==> config.mk <==
export PLATFORM = sky130hd
export DESIGN_NAME = cam_capture
export DESIGN_NICKNAME = d
export VERILOG_FILES = /design/src/rtl/cam_pkg.sv /design/src/rtl/cam_sync_edge.sv /design/src/rtl/cam_capture.sv
export SDC_FILE = /design/constraint.sdc
export NUM_CORES = 1
export LEC_CHECK = 0
export ABC_CLOCK_PERIOD_IN_PS = 1800
export BUFFER_PORTS_ARGS = -buffer_cell sky130_fd_sc_hd__buf_4
export CAP_MARGIN = 0
export CORE_MARGIN = 5
export CORE_UTILIZATION = 40
export DETAILED_ROUTE_END_ITERATION = 8
export PLACE_DENSITY = 0.57
export SYNTH_ARGS = -nofsm -noshare
export SYNTH_HDL_FRONTEND = slang
export SYNTH_SLANG_ARGS = --single-unit
export TNS_END_PERCENT = 10
==> constraint.sdc <==
create_clock -name xipMCLK -period 1.8 [get_ports xipMCLK]
set_clock_uncertainty 0.05 [all_clocks]
set_input_delay 0.27 -clock xipMCLK [delete_from_list [all_inputs] [get_ports xipMCLK]]
set_output_delay 0.27 -clock xipMCLK [all_outputs]
set_load 0.01 [all_outputs]
==> src/rtl/cam_pkg.sv <==
// Shared state encoding and default frame geometry for the camera capture front-end.
package cam_pkg;

    localparam int CAM_H_MAX = 640;
    localparam int CAM_V_MAX = 480;
    localparam int CAM_XW    = 10;
    localparam int CAM_YW    = 9;

    typedef enum logic [1:0] {
        ST_IDLE,
        ST_WAIT_VS,
        ST_ACTIVE,
        ST_DONE
    } cam_state_e;

endpackage

==> src/rtl/cam_sync_edge.sv <==
// Three-flop synchronizer for asynchronous camera strobes, with edge detection on the
// second and third stages.
module cam_sync_edge #(
    parameter int W = 1
) (
    input  logic         clk,
    input  logic         rst,
    input  logic [W-1:0] din,
    output logic [W-1:0] sync,
    output logic [W-1:0] rise,
    output logic [W-1:0] fall
);

    logic [W-1:0] s1_q;
    logic [W-1:0] s2_q;
    logic [W-1:0] s3_q;

    always_ff @(posedge clk) begin
        if (rst) begin
            s1_q <= '0;
            s2_q <= '0;
            s3_q <= '0;
        end else begin
            s1_q <= din;
            s2_q <= s1_q;
            s3_q <= s2_q;
        end
    end

    assign sync = s2_q;
    assign rise = s2_q & ~s3_q;
    assign fall = ~s2_q & s3_q;

endmodule

==> src/rtl/cam_capture.sv <==
// Camera bus capture: oversamples PCLK/HREF/VSYNC, pairs bytes into 16-bit pixels with
// x/y tags, and presents them through a single valid/ready output register.
//
// state      | meaning
// ST_IDLE    | capture disarmed, waiting for CAP_EN
// ST_WAIT_VS | armed, waiting for the VSYNC fall that starts a frame
// ST_ACTIVE  | frame in progress, bytes are assembled into pixels
// ST_DONE    | one cycle: frame finished, count already incremented
module cam_capture
    import cam_pkg::*;
#(
    parameter int H_MAX = CAM_H_MAX,
    parameter int V_MAX = CAM_V_MAX,
    parameter int XW    = CAM_XW,
    parameter int YW    = CAM_YW
) (
    input  logic          xipMCLK,
    input  logic          xipRESET,
    input  logic          xipCAM_VSYNC,
    input  logic          xipCAM_HREF,
    input  logic          xipCAM_PCLK,
    input  logic [7:0]    xipCAM_D,
    input  logic          xipCAP_EN,
    input  logic          xipPIX_READY,
    output logic [15:0]   xopPIX_DATA,
    output logic [XW-1:0] xopPIX_X,
    output logic [YW-1:0] xopPIX_Y,
    output logic          xopPIX_VALID,
    output logic          xopFRAME_START,
    output logic          xopFRAME_DONE,
    output logic          xopOVERFLOW,
    output logic [7:0]    xopFRAME_CNT
);

    localparam logic [XW:0] H_LIM = (XW+1)'(H_MAX);
    localparam logic [YW:0] V_LIM = (YW+1)'(V_MAX);

    logic pclk_s2, pclk_rise, pclk_fall;
    logic vs_s2, vs_rise, vs_fall;
    logic href_s2, href_rise, href_fall;
    logic unused_sync;

    cam_sync_edge #(.W(1)) u_pclk (
        .clk(xipMCLK), .rst(xipRESET), .din(xipCAM_PCLK),
        .sync(pclk_s2), .rise(pclk_rise), .fall(pclk_fall)
    );

    cam_sync_edge #(.W(1)) u_vsync (
        .clk(xipMCLK), .rst(xipRESET), .din(xipCAM_VSYNC),
        .sync(vs_s2), .rise(vs_rise), .fall(vs_fall)
    );

    cam_sync_edge #(.W(1)) u_href (
        .clk(xipMCLK), .rst(xipRESET), .din(xipCAM_HREF),
        .sync(href_s2), .rise(href_rise), .fall(href_fall)
    );

    assign unused_sync = ^{pclk_s2, pclk_fall, vs_s2, href_rise};

    cam_state_e     state_q, state_d;
    logic [7:0]     d_s1_q, d_s2_q;
    logic           fs_q, fs_d, fd_q, fd_d, ovf_q, ovf_d;
    logic [7:0]     cnt_q, cnt_d;
    logic           phase_q, phase_d;
    logic [7:0]     hi_q, hi_d;
    logic [XW-1:0]  x_q, x_d;
    logic [YW-1:0]  y_q, y_d;
    logic           asm_vld_q, asm_vld_d;
    logic [15:0]    asm_data_q, asm_data_d;
    logic [XW-1:0]  asm_x_q, asm_x_d;
    logic [YW-1:0]  asm_y_q, asm_y_d;
    logic           vld_q, vld_d;
    logic [15:0]    data_q, data_d;
    logic [XW-1:0]  px_q, px_d;
    logic [YW-1:0]  py_q, py_d;

    always_comb begin
        state_d    = state_q;
        fs_d       = 1'b0;
        fd_d       = 1'b0;
        cnt_d      = cnt_q;
        ovf_d      = ovf_q;
        phase_d    = phase_q;
        hi_d       = hi_q;
        x_d        = x_q;
        y_d        = y_q;
        asm_vld_d  = 1'b0;
        asm_data_d = asm_data_q;
        asm_x_d    = asm_x_q;
        asm_y_d    = asm_y_q;
        vld_d      = vld_q;
        data_d     = data_q;
        px_d       = px_q;
        py_d       = py_q;

        case (state_q)
            ST_IDLE: begin
                if (xipCAP_EN) state_d = ST_WAIT_VS;
            end
            ST_WAIT_VS: begin
                if (vs_fall) begin
                    state_d = ST_ACTIVE;
                    fs_d    = 1'b1;
                    ovf_d   = 1'b0;
                    x_d     = '0;
                    y_d     = '0;
                    phase_d = 1'b0;
                end
            end
            ST_ACTIVE: begin
                if (vs_rise) begin
                    state_d = ST_DONE;
                    fd_d    = 1'b1;
                    cnt_d   = cnt_q + 8'd1;
                end
                if (href_fall) begin
                    x_d     = '0;
                    phase_d = 1'b0;
                    if (x_q != '0 && !(&y_q)) y_d = y_q + YW'(1);
                end else if (!href_s2) begin
                    phase_d = 1'b0;
                end else if (pclk_rise) begin
                    if (!phase_q) begin
                        hi_d    = d_s2_q;
                        phase_d = 1'b1;
                    end else begin
                        phase_d    = 1'b0;
                        asm_data_d = {hi_q, d_s2_q};
                        asm_x_d    = x_q;
                        asm_y_d    = y_q;
                        asm_vld_d  = ({1'b0, x_q} < H_LIM) && ({1'b0, y_q} < V_LIM);
                        if (!(&x_q)) x_d = x_q + XW'(1);
                    end
                end
            end
            ST_DONE: begin
                state_d = xipCAP_EN ? ST_WAIT_VS : ST_IDLE;
            end
            default: state_d = ST_IDLE;
        endcase

        // A load wins over a plain accept so a simultaneous handshake keeps VALID high.
        if (asm_vld_q) begin
            if (!vld_q || xipPIX_READY) begin
                vld_d  = 1'b1;
                data_d = asm_data_q;
                px_d   = asm_x_q;
                py_d   = asm_y_q;
            end else begin
                ovf_d = 1'b1;
            end
        end else if (xipPIX_READY) begin
            vld_d = 1'b0;
        end
    end

    always_ff @(posedge xipMCLK) begin
        if (xipRESET) begin
            state_q    <= ST_IDLE;
            d_s1_q     <= '0;
            d_s2_q     <= '0;
            fs_q       <= 1'b0;
            fd_q       <= 1'b0;
            ovf_q      <= 1'b0;
            cnt_q      <= '0;
            phase_q    <= 1'b0;
            hi_q       <= '0;
            x_q        <= '0;
            y_q        <= '0;
            asm_vld_q  <= 1'b0;
            asm_data_q <= '0;
            asm_x_q    <= '0;
            asm_y_q    <= '0;
            vld_q      <= 1'b0;
            data_q     <= '0;
            px_q       <= '0;
            py_q       <= '0;
        end else begin
            state_q    <= state_d;
            d_s1_q     <= xipCAM_D;
            d_s2_q     <= d_s1_q;
            fs_q       <= fs_d;
            fd_q       <= fd_d;
            ovf_q      <= ovf_d;
            cnt_q      <= cnt_d;
            phase_q    <= phase_d;
            hi_q       <= hi_d;
            x_q        <= x_d;
            y_q        <= y_d;
            asm_vld_q  <= asm_vld_d;
            asm_data_q <= asm_data_d;
            asm_x_q    <= asm_x_d;
            asm_y_q    <= asm_y_d;
            vld_q      <= vld_d;
            data_q     <= data_d;
            px_q       <= px_d;
            py_q       <= py_d;
        end
    end

    assign xopPIX_DATA    = data_q;
    assign xopPIX_X       = px_q;
    assign xopPIX_Y       = py_q;
    assign xopPIX_VALID   = vld_q;
    assign xopFRAME_START = fs_q;
    assign xopFRAME_DONE  = fd_q;
    assign xopOVERFLOW    = ovf_q;
    assign xopFRAME_CNT   = cnt_q;

endmodule

# --- Word level (Yosys, flattened, before mapping) ---
# Cells that the tools add are included.
classes:
  n_addsub: 3
  mux: 31
  n_bitwise: 13
  magnitude_cmp: 2
  n_reduce_logical: 23
  eq_ne: 14
op_table:
  columns: ["cell", "count"]
  rows:
  - ["10-bit 2-to-1 mux", 6]
  - ["9-bit 2-to-1 mux", 3]
  - ["10-bit case mux with 2 select lines", 1]
  - ["9-bit case mux with 2 select lines", 1]
  - ["1-bit 2-to-1 mux", 15]
  - ["10-bit by 1-bit adder with 10-bit output, second input constant", 1]
  - ["10-bit < comparator, second input constant", 1]
  - ["10-bit AND reduction", 1]
  - ["5-bit AND reduction", 2]
  - ["10-bit nonzero test", 1]
  - ["9-bit by 1-bit adder with 9-bit output, second input constant", 1]
  - ["9-bit < comparator, second input constant", 1]
  - ["3-bit != test, second input constant", 3]
  - ["1-bit inverter", 9]
  - ["9-bit AND reduction", 1]
  - ["8-bit by 1-bit adder with 8-bit output, second input constant", 1]
  - ["2-bit case mux with 4 select lines", 1]
  - ["2-bit 2-to-1 mux", 3]
  - ["2-bit by 1-bit != test with 1-bit output, second input constant", 3]
  - ["2-bit != test, second input constant", 3]
  - ["2-bit AND reduction", 3]
  - ["3-bit AND reduction", 2]
  - ["6-bit AND reduction", 1]
  - ["6-bit OR reduction", 1]
  - ["13 further kinds", 21]
totals:
  elab_cells: 114
  reg_bits: 138

# --- Depth between registers and ports, before layout ---
logic_depth:
  depth_word: 7
  ltp_mapped: 9

# --- By module ---
# From an unflattened synthesis, not the netlist that was laid out.
hier_totals:
  hier_cells: 606
  area_unflattened_um2: 5235.0
modules_own_cells:
  columns: ["mod", "area_each_um2", "instances", "seq_area_each_um2", "cells_per_inst"]
  rows:
  - ["cam_capture", 4961.0, 1, 2582.5, 582]
  - ["cam_sync_edge", 91.3, 3, 60.1, 8]

# --- Least setup slack after synthesis ---
# Ideal clock, no wire load.
synth_path:
  kind: "register to register"
  startpoint: "register y_q[0]"
  endpoint: "register y_q[7]"
  stages_incl_launch_ff: 10
  setup_slack_ps: -141
  arrival_ps: 1821
  required_time_ps: 1680
  cell_sequence: "dfxtp_1 ha_1 and3_1 nand3_1 nor2_1 ha_1 a31oi_1 nand4_1 mux2_2 a21oi_1"
synth_between:
  elab_chain_len: 5
  word_cells_on_any_way: 9
  classes_between: "add/sub: 1; eq/ne: 1; mux: 3; reduce/logical: 4"
synth_lines:
  columns: ["item", "line", "source"]
  rows:
  - ["start, declared", "cam_capture.sv:67", "logic [YW-1:0] y_q, y_d;"]
  - ["start signal, assigned", "cam_capture.sv:189", "y_q <= y_d;"]
  - ["parallel branches: the longest is 5 deep, another holds 9-bit by 1-bit adder with 9-bit output", null, null]
# Parallel ways; which one is timed is not known. The select of a mux whose other input is x is not followed.
# A chain may end at the register's enable or synchronous reset.

# --- Final worst setup path ---
# Ends and elaborated chain as after synthesis.

==> run summary <==
The run finished with clean final reports. In the final design database the tool counted 716 nets. Setup repair after global routing could not meet its margin everywhere.

The height of the die was 123 µm; the wire length of the first global-routing pass was 19.2 mm. The cell sitting at the root of the clock tree is a sky130_fd_sc_hd__clkbuf_16. For the standby leakage power, the log shows 0.00268 µW.

The number of buffers on the longest clock path was 2. Once placement completed, the tool counted placed cells totaling 827. STA classifies the critical path startpoint as a flop. In this run the count of I/O pins placed on the die edge is 62.

Timing would allow up to 558 MHz. Traced cell by cell, the critical path runs through ha_4 -> and3_4 -> nand3_2 -> nor2_2 -> ha_4 -> a31oi_4 -> nand4_1 -> mux2_4 -> a21oi_2. The share of the clock period used by the worst path came out at 0.996. The part of the Yosys area used for sequential elements came out at 0.537. The clock reaches the later pin of the worst-skew pair after 0.41 ns. For the effective utilization at floorplan, the log shows 0.407.

Horizontal die dimension: 123 µm. The worst register-to-register path begins at y_q[0]. The congestion estimate from routability-driven global placement came to 0.793.

The tools report the synthesis warning total as 0. The tools report the kind of end point of the critical path as a flop. The tools report the worst hold endpoint as d_s1_q[1].

By instance count, the cell type seen most on the critical path is sky130_fd_sc_hd__ha_4. The number of unique standard cell types used by synthesis was 50. In this run the critical register-to-register path is captured at y_q[7]. The tools report the relative slew slack as 0.466.

Wires add up to 11.8 mm. Setup slack at placement: -0.0874 ns. Final hold analysis gives a worst-case slack of 0.0196 ns.

The run gives 2.10 ns as the worst endpoint required time. The run gives 0 as the number of antenna violations at the first check in global routing. The worst hold path passes through 2 cells.

Net count after synthesis: 616. The minimum clock period after layout is 1.79 ns. Top routing layer in use: met4. The tightest min-delay check is of the in -> reg type. The finished cells cover 6980 µm².

The synthesized design spends more area on one cell type than any other, namely sky130_fd_sc_hd__dfxtp_1. The routed length on met2 was 5.28 mm; the TritonCTS buffer count was 17. The global-route total usage across every layer is 0.161.

The tool flagged a number of max-cap violations equal to 0. The post-synth design cell area came out at 5140 µm². In the synthesized netlist, the number of instances is 592. On the critical path, the stage with the largest delay is an instance of sky130_fd_sc_hd__dfxtp_2. In this run the core area contains 41 standard-cell rows. The count of port buffers added during placement is 61. Yosys mapped a number of flops with a built-in enable equal to 0. Among all flip-flop cells after synthesis, the most frequent one is sky130_fd_sc_hd__dfxtp_1. Fraction of the core area covered by cells at the end of the flow: 0.553. TritonCTS built the clock tree. The tools report the launch instance of the worst min-delay path as xipCAM_D[1]. The post-placement cell area was 6030 µm². Total met3 wirelength after detailed routing: 600 µm. For this design the ratio of total power to cell area is 1120 nW/µm².

The final routed wire length divided by cell count was 13.4 µm. The die covers 15200 µm². The share of Yosys cell area claimed by the top area cell type was 0.537; the delay of the slowest cell on the worst path was 0.33 ns. The mean instance size in the synthesized netlist is 8.69 µm². Number of global-route vias before repair: 3931. The number of cells on the worst reg-to-reg path is 9.

The count of endpoints failing hold in the final timing report came out at 0. The placed wire-length estimate after detailed placement came out at 7.80 mm. The number of buffers and inverters on the critical path is 0. In this run, the number of DRC markers left after iteration 0 of detailed routing was 276. The run gives 0 as the number of routed nets with antenna violations. The critical path is of the reg -> reg type.

Synthesis inferred 138 register bits. CTS built an H-tree with a depth of 4. The data arrival at the endpoint of the critical path is 2.09 ns, and the fraction of registers with async set or reset after synthesis is 0.

In this run the register-to-register setup slack is 0.006 ns. The kind of cell with the highest combined delay along the critical path is simple AND/OR/NAND/NOR gates. The wire length on met1 is 5.67 mm. The core region is 12600 µm².

Once routing completed, OpenROAD measured the worst setup slack at 0.00635 ns. After synthesis, the most frequently instantiated cells are sky130_fd_sc_hd__nand2_1 (157), sky130_fd_sc_hd__dfxtp_1 (138), sky130_fd_sc_hd__a21oi_1 (74). The final max-slew violation count is 0, and the setup-violating endpoint count in the final report is 0.

The share of final-layout standard cells stronger than drive strength 1 is 0.255. The total congestion overflow after global routing came out at 0. The count of cells in the finished layout, fillers not included, comes to 877. The repair_antennas step left the layout with diodes totalling 0. In the post-synthesis netlist, the biggest area contributors are sky130_fd_sc_hd__dfxtp_1 (54%), sky130_fd_sc_hd__nand2_1 (11%), sky130_fd_sc_hd__a21oi_1 (7.2%), sky130_fd_sc_hd__nor2b_1 (3.3%), sky130_fd_sc_hd__nor2_1 (2.9%). VDD sags by at most 536 µV. Area growth from synthesis to layout: 35.6%.

The most repeated cell in the gate-level netlist after synthesis is sky130_fd_sc_hd__nand2_1. In this run the worst path has a maximum fanout of 2. The final route contains 4222 vias. Number of sinks driven by the clock tree: 138. The via-per-instance ratio is 4.81, and the CTS clock-pin slew for the worst setup and hold paths is 0.06 ns. The slew of the pin with the lowest slew margin was 0.802 ns; the largest net degree at the start of global routing was 83. After detailed routing, the number of remaining DRC violations is 0. The tools report the number of detailed-routing iterations run before antenna repair as 4.
==> where the power goes <==
| group | switching (µW) | total (µW) | internal [µW] |
|---|---|---|---|
| clock network | 1310 | 3860 | 2540 |
| logic | 391 | 764 | 372 |
| registers | 50.0 | 3160 | 3110 |
| total | 1750 | 7780 | 6030 |
==> kinds of logic (layout without fill, tap and decap cells) <==
family,after synthesis,count (layout),share of synthesized area
simple gates,271,271,0.239
flops,138,138,0.537
compound gates,112,112,0.127
buf+inv,39,152,0.0326
xor+xnor,13,13,0.0221
mux,10,10,0.0197
fa+ha+maj,9,9,0.0219
==> flip-flops by register name, summed over array words and instances, names as in the netlist, 2 cells and up <==
| name | cells |
|---|---|
| asm_data_q | 16 |
| asm_x_q | 10 |
| asm_y_q | 9 |
| d_s1_q | 8 |
| d_s2_q | 8 |
| hi_q | 8 |
| state_q | 2 |
| x_q | 10 |
| xopFRAME_CNT | 8 |
| xopPIX_DATA | 16 |
| xopPIX_X | 10 |
| xopPIX_Y | 9 |
| y_q | 9 |
==> area by class of cell <==
| type | count | area [µm²] |
|---|---|---|
| fill | 1175 | 5640 |
| inverter | 6 | 25.0 |
| sequential | 138 | 2770 |
| clock inverter | 13 | 211 |
| tap | 172 | 215 |
| clock buffer | 19 | 453 |
| multi-input combinational | 415 | 2380 |
| timing repair buffer | 114 | 920 |
==> layout by cell type, fill, tap and decap left out, drive strengths merged, types with 3 or more instances in the layout <==
cell | synthesis | final
nand3b | 3 | 3
ha | 9 | 9
o211ai | 6 | 6
a21oi | 74 | 74
dfxtp | 138 | 138
dlygate4sd3 | 0 | 6
nor2 | 41 | 41
mux2i | 9 | 9
nand4 | 4 | 4
nand2 | 157 | 157
nand2b | 12 | 12
o21ai | 14 | 14
clkinv | 0 | 4
a31oi | 3 | 3
xor2 | 11 | 11
bufinv | 0 | 5
inv | 6 | 9
and3 | 5 | 5
a211oi | 3 | 3
nor2b | 27 | 27
clkbuf | 23 | 19
buf | 10 | 108
nand3 | 8 | 8
==> through the flow <==
stage / total power [µW] / setup TNS (ns)
3_3_place_gp: 3790 / -0.0166
6_report: 7780 / 0
5_1_grt: 8070 / -0.329
2_1_floorplan: 3660 / -0.0446
3_5_place_dp: 3820 / -0.445
4_1_cts: 7770 / -0.0131
==> what timing repair did <==
item / in CTS / in global routing
gates resized for setup: 12 / 32
hold buffers: 6 / 0
endpoints found under the hold margin: 6 / 0
pin swaps: 5 / 11
setup endpoints to repair: 11 / 28
gates cloned: 0 / 1
buffers inserted: 5 / 6
==> worst max-delay path by stage <==
stage	cells after the start	slack, ns	to	startpoint
after floorplan	9	-0.04	y_q[7]	y_q[0]
after global placement	9	-0.01	y_q[7]	y_q[0]
after detailed placement	9	-0.09	y_q[6]	y_q[1]
after CTS	9	-0.01	y_q[7]	y_q[0]
after global routing	9	-0.08	y_q[7]	y_q[0]
final	9	0.006	y_q[7]	y_q[0]
==> routing by layer <==
metal	vias up	GRT usage
met5	-	0
met4	0	0.0734
met3	17	0.0457
met2	97	0.241
met1	1937	0.216
li1	2171	-
Power figures use the tool's default switching activity.
